### src/rtl/pixel_sequencer_if.sv
// Bundle of triangle-setup, pixel-issue and status signals for pixel_sequencer.
// master = the sequencer itself, slave = its upstream/evaluator environment.
interface pixel_sequencer_if #(
    parameter int WIDTH  = 320,
    parameter int HEIGHT = 240
);
    localparam int XW = $clog2(WIDTH);
    localparam int YW = $clog2(HEIGHT);
    localparam int CW = $clog2(WIDTH * HEIGHT + 1);

    logic [XW-1:0] bbox_min_x;
    logic [XW-1:0] bbox_max_x;
    logic [YW-1:0] bbox_min_y;
    logic [YW-1:0] bbox_max_y;
    logic          tri_valid;
    logic          tri_ready;
    logic [XW-1:0] pixel_x;
    logic [YW-1:0] pixel_y;
    logic          pix_valid;
    logic          pix_ready;
    logic          eval_busy;
    logic          tri_done;
    logic          busy;
    logic [CW-1:0] pixel_count;

    modport master (
        input  bbox_min_x, bbox_max_x, bbox_min_y, bbox_max_y,
        input  tri_valid, pix_ready, eval_busy,
        output tri_ready, pixel_x, pixel_y, pix_valid, tri_done, busy, pixel_count
    );

    modport slave (
        output bbox_min_x, bbox_max_x, bbox_min_y, bbox_max_y,
        output tri_valid, pix_ready, eval_busy,
        input  tri_ready, pixel_x, pixel_y, pix_valid, tri_done, busy, pixel_count
    );
endinterface

### src/rtl/pixel_sequencer.sv
// Row-major bounding-box pixel walker feeding a triangle evaluator, one pixel per cycle.
// Optional issued-pixel counter enabled by defining PIXEL_SEQ_COUNT_EN.
module pixel_sequencer #(
    parameter int WIDTH  = 320,
    parameter int HEIGHT = 240
) (
    input  logic              clk,
    input  logic              rst,
    pixel_sequencer_if.master bus
);
    localparam int XW = $clog2(WIDTH);
    localparam int YW = $clog2(HEIGHT);
    localparam int CW = $clog2(WIDTH * HEIGHT + 1);

    localparam logic [XW-1:0] X_LAST = XW'(WIDTH - 1);
    localparam logic [YW-1:0] Y_LAST = YW'(HEIGHT - 1);
    localparam logic [XW-1:0] X_ONE  = {{(XW-1){1'b0}}, 1'b1};
    localparam logic [YW-1:0] Y_ONE  = {{(YW-1){1'b0}}, 1'b1};

    typedef enum logic [1:0] {
        ST_IDLE  = 2'd0,
        ST_SCAN  = 2'd1,
        ST_DRAIN = 2'd2,
        ST_DONE  = 2'd3
    } state_t;

    state_t        state_r;
    state_t        state_nx_s;

    logic [XW-1:0] min_x_r;
    logic [XW-1:0] max_x_r;
    logic [YW-1:0] min_y_r;
    logic [YW-1:0] max_y_r;

    logic [XW-1:0] pixel_x_r;
    logic [YW-1:0] pixel_y_r;
    logic          pix_valid_r;
    logic          tri_ready_r;
    logic          tri_done_r;
    logic          busy_r;

    logic [XW-1:0] pixel_x_nx_s;
    logic [YW-1:0] pixel_y_nx_s;
    logic          pix_valid_nx_s;
    logic          tri_ready_nx_s;
    logic          tri_done_nx_s;
    logic          busy_nx_s;

    logic [XW-1:0] clamp_max_x_s;
    logic [YW-1:0] clamp_max_y_s;
    logic          bbox_empty_s;
    logic          handshake_s;
    logic          accept_s;
    logic          row_end_s;
    logic          last_pix_s;

    function automatic logic [XW-1:0] clamp_x(input logic [XW-1:0] v);
        return (v > X_LAST) ? X_LAST : v;
    endfunction

    function automatic logic [YW-1:0] clamp_y(input logic [YW-1:0] v);
        return (v > Y_LAST) ? Y_LAST : v;
    endfunction

    // Only the max edges are clamped; an off-screen min simply yields an empty box.
    assign clamp_max_x_s = clamp_x(bus.bbox_max_x);
    assign clamp_max_y_s = clamp_y(bus.bbox_max_y);
    assign bbox_empty_s  = (bus.bbox_min_x > clamp_max_x_s) || (bus.bbox_min_y > clamp_max_y_s);

    assign handshake_s = bus.tri_valid && tri_ready_r;
    assign accept_s    = pix_valid_r && bus.pix_ready;
    assign row_end_s   = (pixel_x_r == max_x_r);
    assign last_pix_s  = row_end_s && (pixel_y_r == max_y_r);

    // State register
    always_ff @(posedge clk or posedge rst) begin
        if (rst) begin
            state_r <= ST_IDLE;
        end else begin
            state_r <= state_nx_s;
        end
    end

    // Next-state logic
    always_comb begin
        state_nx_s = state_r;
        case (state_r)
            ST_IDLE: begin
                if (handshake_s) begin
                    state_nx_s = bbox_empty_s ? ST_DONE : ST_SCAN;
                end else begin
                    state_nx_s = ST_IDLE;
                end
            end
            ST_SCAN: begin
                if (accept_s && last_pix_s) begin
                    state_nx_s = ST_DRAIN;
                end else begin
                    state_nx_s = ST_SCAN;
                end
            end
            ST_DRAIN: begin
                if (!bus.eval_busy) begin
                    state_nx_s = ST_DONE;
                end else begin
                    state_nx_s = ST_DRAIN;
                end
            end
            ST_DONE: begin
                state_nx_s = ST_IDLE;
            end
            default: begin
                state_nx_s = ST_IDLE;
            end
        endcase
    end

    // Output logic: next values for the registered outputs and the pixel walk
    always_comb begin
        pixel_x_nx_s = pixel_x_r;
        pixel_y_nx_s = pixel_y_r;
        if (handshake_s && !bbox_empty_s) begin
            pixel_x_nx_s = bus.bbox_min_x;
            pixel_y_nx_s = bus.bbox_min_y;
        end else if (accept_s && !last_pix_s) begin
            if (row_end_s) begin
                pixel_x_nx_s = min_x_r;
                pixel_y_nx_s = pixel_y_r + Y_ONE;
            end else begin
                pixel_x_nx_s = pixel_x_r + X_ONE;
                pixel_y_nx_s = pixel_y_r;
            end
        end else begin
            pixel_x_nx_s = pixel_x_r;
            pixel_y_nx_s = pixel_y_r;
        end
        // Flags are derived from the next state so each output lines up with its state.
        pix_valid_nx_s = (state_nx_s == ST_SCAN);
        tri_ready_nx_s = (state_nx_s == ST_IDLE);
        tri_done_nx_s  = (state_nx_s == ST_DONE);
        busy_nx_s      = (state_nx_s != ST_IDLE);
    end

    // Latched bounding box for the triangle in flight
    always_ff @(posedge clk or posedge rst) begin
        if (rst) begin
            min_x_r <= {XW{1'b0}};
            max_x_r <= {XW{1'b0}};
            min_y_r <= {YW{1'b0}};
            max_y_r <= {YW{1'b0}};
        end else if (handshake_s) begin
            min_x_r <= bus.bbox_min_x;
            max_x_r <= clamp_max_x_s;
            min_y_r <= bus.bbox_min_y;
            max_y_r <= clamp_max_y_s;
        end
    end

    // Registered outputs
    always_ff @(posedge clk or posedge rst) begin
        if (rst) begin
            pixel_x_r   <= {XW{1'b0}};
            pixel_y_r   <= {YW{1'b0}};
            pix_valid_r <= 1'b0;
            tri_ready_r <= 1'b0;
            tri_done_r  <= 1'b0;
            busy_r      <= 1'b0;
        end else begin
            pixel_x_r   <= pixel_x_nx_s;
            pixel_y_r   <= pixel_y_nx_s;
            pix_valid_r <= pix_valid_nx_s;
            tri_ready_r <= tri_ready_nx_s;
            tri_done_r  <= tri_done_nx_s;
            busy_r      <= busy_nx_s;
        end
    end

    assign bus.pixel_x   = pixel_x_r;
    assign bus.pixel_y   = pixel_y_r;
    assign bus.pix_valid = pix_valid_r;
    assign bus.tri_ready = tri_ready_r;
    assign bus.tri_done  = tri_done_r;
    assign bus.busy      = busy_r;

`ifdef PIXEL_SEQ_COUNT_EN
    localparam logic [CW-1:0] C_ONE = {{(CW-1){1'b0}}, 1'b1};
    logic [CW-1:0] count_r;

    // Issued-pixel counter, held after completion until the next triangle
    always_ff @(posedge clk or posedge rst) begin
        if (rst) begin
            count_r <= {CW{1'b0}};
        end else if (handshake_s) begin
            count_r <= {CW{1'b0}};
        end else if (accept_s) begin
            count_r <= count_r + C_ONE;
        end
    end

    assign bus.pixel_count = count_r;
`else
    assign bus.pixel_count = {CW{1'b0}};
`endif

    pixel_sequencer_checker #(
        .XW (XW),
        .YW (YW)
    ) u_checker (
        .clk       (clk),
        .rst       (rst),
        .tri_ready (bus.tri_ready),
        .pix_valid (bus.pix_valid),
        .pix_ready (bus.pix_ready),
        .pixel_x   (bus.pixel_x),
        .pixel_y   (bus.pixel_y),
        .tri_done  (bus.tri_done),
        .busy      (bus.busy)
    );
endmodule

// Protocol properties of the sequencer outputs.
module pixel_sequencer_checker #(
    parameter int XW = 9,
    parameter int YW = 8
) (
    input logic          clk,
    input logic          rst,
    input logic          tri_ready,
    input logic          pix_valid,
    input logic          pix_ready,
    input logic [XW-1:0] pixel_x,
    input logic [YW-1:0] pixel_y,
    input logic          tri_done,
    input logic          busy
);
    a_stall_hold: assert property (@(posedge clk) disable iff (rst)
        (pix_valid && !pix_ready) |=> (pix_valid && $stable(pixel_x) && $stable(pixel_y)));

    a_done_pulse: assert property (@(posedge clk) disable iff (rst)
        tri_done |=> !tri_done);

    a_ready_idle: assert property (@(posedge clk) disable iff (rst)
        tri_ready |-> (!pix_valid && !busy && !tri_done));
endmodule

### src/flat_wrapper.sv
// flat-port wrapper written by rule: the top's interface ports become plain ports
module pixel_sequencer_flat 
#(
    parameter int WIDTH  = 320,
    parameter int HEIGHT = 240
)
  (clk, rst, bus_bbox_min_x, bus_bbox_max_x, bus_bbox_min_y, bus_bbox_max_y, bus_tri_valid, bus_pix_ready, bus_eval_busy, bus_tri_ready, bus_pixel_x, bus_pixel_y, bus_pix_valid, bus_tri_done, bus_busy, bus_pixel_count);
  pixel_sequencer_if #(.WIDTH(WIDTH), .HEIGHT(HEIGHT)) bus_i ();
  input  logic clk;
  input  logic rst;
  input wire logic [$bits(bus_i.bbox_min_x)-1:0] bus_bbox_min_x;
  input wire logic [$bits(bus_i.bbox_max_x)-1:0] bus_bbox_max_x;
  input wire logic [$bits(bus_i.bbox_min_y)-1:0] bus_bbox_min_y;
  input wire logic [$bits(bus_i.bbox_max_y)-1:0] bus_bbox_max_y;
  input wire logic [$bits(bus_i.tri_valid)-1:0] bus_tri_valid;
  input wire logic [$bits(bus_i.pix_ready)-1:0] bus_pix_ready;
  input wire logic [$bits(bus_i.eval_busy)-1:0] bus_eval_busy;
  output wire logic [$bits(bus_i.tri_ready)-1:0] bus_tri_ready;
  output wire logic [$bits(bus_i.pixel_x)-1:0] bus_pixel_x;
  output wire logic [$bits(bus_i.pixel_y)-1:0] bus_pixel_y;
  output wire logic [$bits(bus_i.pix_valid)-1:0] bus_pix_valid;
  output wire logic [$bits(bus_i.tri_done)-1:0] bus_tri_done;
  output wire logic [$bits(bus_i.busy)-1:0] bus_busy;
  output wire logic [$bits(bus_i.pixel_count)-1:0] bus_pixel_count;
  assign bus_i.bbox_min_x = bus_bbox_min_x;
  assign bus_i.bbox_max_x = bus_bbox_max_x;
  assign bus_i.bbox_min_y = bus_bbox_min_y;
  assign bus_i.bbox_max_y = bus_bbox_max_y;
  assign bus_i.tri_valid = bus_tri_valid;
  assign bus_i.pix_ready = bus_pix_ready;
  assign bus_i.eval_busy = bus_eval_busy;
  assign bus_tri_ready = bus_i.tri_ready;
  assign bus_pixel_x = bus_i.pixel_x;
  assign bus_pixel_y = bus_i.pixel_y;
  assign bus_pix_valid = bus_i.pix_valid;
  assign bus_tri_done = bus_i.tri_done;
  assign bus_busy = bus_i.busy;
  assign bus_pixel_count = bus_i.pixel_count;
  pixel_sequencer #(.WIDTH(WIDTH), .HEIGHT(HEIGHT)) u_core (.clk(clk), .rst(rst), .bus(bus_i));
endmodule
### config.mk
export PLATFORM = sky130hd
export DESIGN_NAME = pixel_sequencer_flat
export DESIGN_NICKNAME = d
export VERILOG_FILES = /design/src/rtl/pixel_sequencer_if.sv /design/src/rtl/pixel_sequencer.sv /design/src/flat_wrapper.sv
export SDC_FILE = /design/constraint.sdc
export NUM_CORES = 1
export LEC_CHECK = 0
export CAP_MARGIN = 15
export CORE_ASPECT_RATIO = 0.7
export CORE_MARGIN = 5
export CORE_UTILIZATION = 40
export CTS_CLUSTER_DIAMETER = 80
export DETAILED_ROUTE_END_ITERATION = 8
export MAX_ROUTING_LAYER = met4
export PLACE_DENSITY = 0.69
export SLEW_MARGIN = 20
export SYNTH_ARGS = -nofsm -noshare
export SYNTH_HDL_FRONTEND = slang
export SYNTH_SLANG_ARGS = --single-unit
### constraint.sdc
create_clock -name clk -period 2.1 [get_ports clk]
set_clock_uncertainty 0.05 [all_clocks]
set_input_delay 0.42 -clock clk [delete_from_list [all_inputs] [get_ports clk]]
set_output_delay 0.42 -clock clk [all_outputs]
set_load 0.02 [all_outputs]
==> summary.md <==
| Metric | Value |
|---|---|
| Number of synthesized flops with an enable pin | 0 |
| First-pass GRT wire length | 15360 microns |
| Mapped Area | 3174 sq um |
| CTS max path bufs | 2 |
| Wire length per cell | 16.88 microns |
| Fmax | 0.4112 GHz |
| Reg2Reg Depth | 6 |
| Filler cells | 648 |
| Most frequent cells in the layout | buf_4, dfrtp_1, clkdlybuf4s50_1 |
| Hold Crit Class | in2reg |
| Critical-path top delay cell | nor3_4 |
| IO Count | 77 |
| Pwr/cell area | 1176 nW/um^2 |
| Req. time, crit path | 2230 ps |
| Worst path arrival time | 2560 ps |
| Commonest non-fill, non-tap cell in the layout | buf_4 |
| Num rows | 27 |
| Detail Route Antenna Nets | 0 |
| Crit. Startpoint | bus_bbox_max_y[7] |
| Unrepaired setup endpoints after global routing | true |
| Clk sinks | 49 |
| Switching Fraction | 39.01% |
| Vias per Instance | 5.429 |
| Pwr Total | 5.707 mW |
| Final setup margin | -332.0 ps |
| Clk root buf | clkbuf_16 |
| # DRC | 0 |
| Internal | 3.481 mW |
| Fin crit share | 115.8% |
| Final Cell Area | 4855 sq um |
| Core area | 7804 sq um |
| Nets | 543 |
| Hold path depth | 3 |
| Die height | 84.53 microns |
| Storage cell area | 1226 sq um |
| Yosys top cell area share | 38.63% |
| Leak | 2.114 nW |
| Antenna violations before repair | 0 |
| Post-DP HPWL | 7193 microns |
| Sequential area share after synthesis | 38.63% |
| Final hold slack | 408.1 ps |
| Critical path class | in2reg |
| Post-synth top area cell | dfrtp_1 |
| Post-Place Setup Slack | -1125 ps |
| Die ar. | 9846 sq um |
| Max VDD drop | 0.9131 mV |
| Vias in the first global route | 3135 |
| CP Capture Type | flop |
| Async set or reset register ratio after synthesis | 100.0% |
| Most used cell, CP | buf_6 |
| Comb power frac | 50.2% |
| Crit-path max cell delay | 330 ps |
| Psw | 2.226 mW |
| Largest net degree at the start of global routing | 50 |
| Sequential Power Share | 31.3% |
| DR pass1 iterations | 5 |
| Startpoint Class | input pin |
| Clk pwr share | 18.5% |
| Final GP Congestion | 0.9547 |
| Worst path cell trace | buf_6 -> inv_4 -> nor3_4 -> nor2_2 -> ha_1 -> and4b_1 -> a211oi_2 -> o22ai_2 -> a211oi_4 -> buf_6 -> mux2_4 |
| Gate Count Post-Synth | 355 |
| CTS HTree Levels | 2 |
| Worst reg-to-reg setup slack | -70 ps |
| Outcome | finished, violations left |
| Main area contributors after synthesis | dfrtp_1, ha_1, nand2_1, o21ai_0, mux2_2 |
| Final cell count without fillers | 587 |
| Synthesis Warnings | 0 |
| Failing checks | negative setup slack |
| Num CTS Buffers | 5 |
| Area of the multi-input gates | 2029 sq um |
| Share of layout cells above drive strength 1 | 33.54% |
| Synth Area per Inst | 8.942 sq um |
| Area delta synth->final | 52.94% |
| Via count | 3187 |
| Setup crit end | u_core.bus.pixel_x[5] |
| Remaining Overflow, GRT | 0 |
| Setup violators final | 20 |
| Diodes inserted | 0 |
| Initial Utilization | 40.68% |
| Max_cap viols | 0 |
| Max Slew Vio Count | 0 |
| R2r endpoint | u_core.bus.pixel_y[1] |
| Post-DP Area | 4318 sq um |
| CP Max Fanout | 5 |
| Post-synth cell types | 49 |
| Clock transition at the registers of the reported paths | 70 ps |
| Top FF cell, synth | dfrtp_1 |
| Endpoints failing hold | 0 |
| Die width | 116.5 microns |
| Clk_lat worst skew | 290 ps |
| Drt first-iter violations | 253 |
| Synthesis-stage register bit count | 49 |
| Launching point of the worst reg2reg path | u_core.bus.pixel_x[0] |
| PortBufs | 59 |
| Placed Cells | 565 |
| Minimum clock period | 2432 ps |
| Overall routing resource usage | 20.35% |
| CTS tree | built |
| DRT Wirelength | 9907 microns |
==> layout make-up <==
class	instances	share of cell area, %
clock buffers	5	2.577
clock inverters	3	1.340
inverters	11	0.9021
well taps	101	2.603
flip-flops and latches	49	25.26
repair buffers	139	25.52
multi-input cells	279	41.80
==> metrics by stage <==
stage / util, % / TNS (ps)
floorplan: - / -5205
global placement: 55.33 / -19460
detailed placement: 55.33 / -20570
CTS: 60.14 / -2869
global route: 62.21 / -7911
finish: 62.21 / -4854
==> registers in the layout (all words and copies together), names as in the netlist, 2 cells and up <==
register            flops
u_core.bus.pixel_x      9
u_core.bus.pixel_y      8
u_core.max_x_r          9
u_core.max_y_r          8
u_core.min_x_r          9
u_core.state_r          2
==> logic make-up (layout without fill, tap and decap cells) <==
kind of cell	after synthesis	count (layout)	share of synthesized area, %
fa+ha+maj	19	19	7.489
xor+xnor	24	24	6.622
mux	13	13	4.572
simple gates	131	131	19.98
buf+inv	43	158	7.528
compound gates	75	75	15.06
other cells	1	17	0.1181
flops	49	49	38.63
==> synthesized netlist by cell type, types with 2 or more instances <==
library cell  number
and2_1             2
or2_2              2
nand2b_1           5
o211ai_1           2
ha_1              19
a31oi_1            4
o22ai_1            2
nand3_1            9
inv_1             11
nand4_1           10
o21ai_0           27
a211oi_1           3
buf_2              5
a311oi_1           2
mux2_2            12
and3_1             2
o31ai_1            5
nand2_1           48
nor4_1             8
xnor2_1           14
nor3b_1            2
a21oi_1           12
xor2_1            10
clkbuf_1           9
nor3_1             7
or3_1              3
o21ai_2            6
nor2_1            26
a21o_1             4
buf_4             17
dfrtp_1           49
==> repair_timing <==
item / CTS / global route
setup endpoints to repair: 20 / 21
endpoints found under the hold margin: 0 / 0
hold buffers: 0 / 0
buffers inserted: 6 / 10
pin swaps: 31 / 5
gates resized for setup: 81 / 18
==> per-layer routing <==
metal / global-route usage, % / part of all wire, % / vias up
li1: - / - / 1482
met1: 28.14 / 45 / 1548
met2: 29.85 / 47 / 139
met3: 5.043 / 7.0 / 18
met4: 5.058 / 1.1 / 0
met5: - / 0 / -
==> how the worst min path moves through the flow <==
stage	endpoint	start	slack [ps]
4_1_cts	u_core.max_y_r[4]	bus_bbox_max_y[4]	400
6_report	u_core.max_y_r[4]	bus_bbox_max_y[4]	410
5_1_grt	u_core.max_y_r[4]	bus_bbox_max_y[4]	440
2_1_floorplan	u_core.min_x_r[0]	u_core.min_x_r[0]	400
3_3_place_gp	u_core.max_x_r[8]	u_core.max_x_r[8]	430
3_5_place_dp	u_core.min_x_r[2]	u_core.min_x_r[2]	440
==> critical path, delay by kind of cell <==
kind / cells / cell delay (ps)
muxes: 1 / 290
and+or+nand+nor: 3 / 650
adders and majority gates: 1 / 330
buffers and inverters: 3 / 270
AOI/OAI and AO/OA: 3 / 580
==> power groups by stage <==
| stage | Sequential (mW) | Clock (mW) | Combinational (mW) |
|---|---|---|---|
| 6_report | 1.79 | 1.05 | 2.87 |
| 5_1_grt | 1.84 | 1.12 | 3.09 |
| 4_1_cts | 1.77 | 1.07 | 2.74 |
| 3_5_place_dp | 1.79 | 0 | 2.64 |
| 3_3_place_gp | 1.76 | 0 | 2.59 |
| 2_1_floorplan | 2.01 | 0 | 1.22 |
Power figures use the tool's default switching activity.
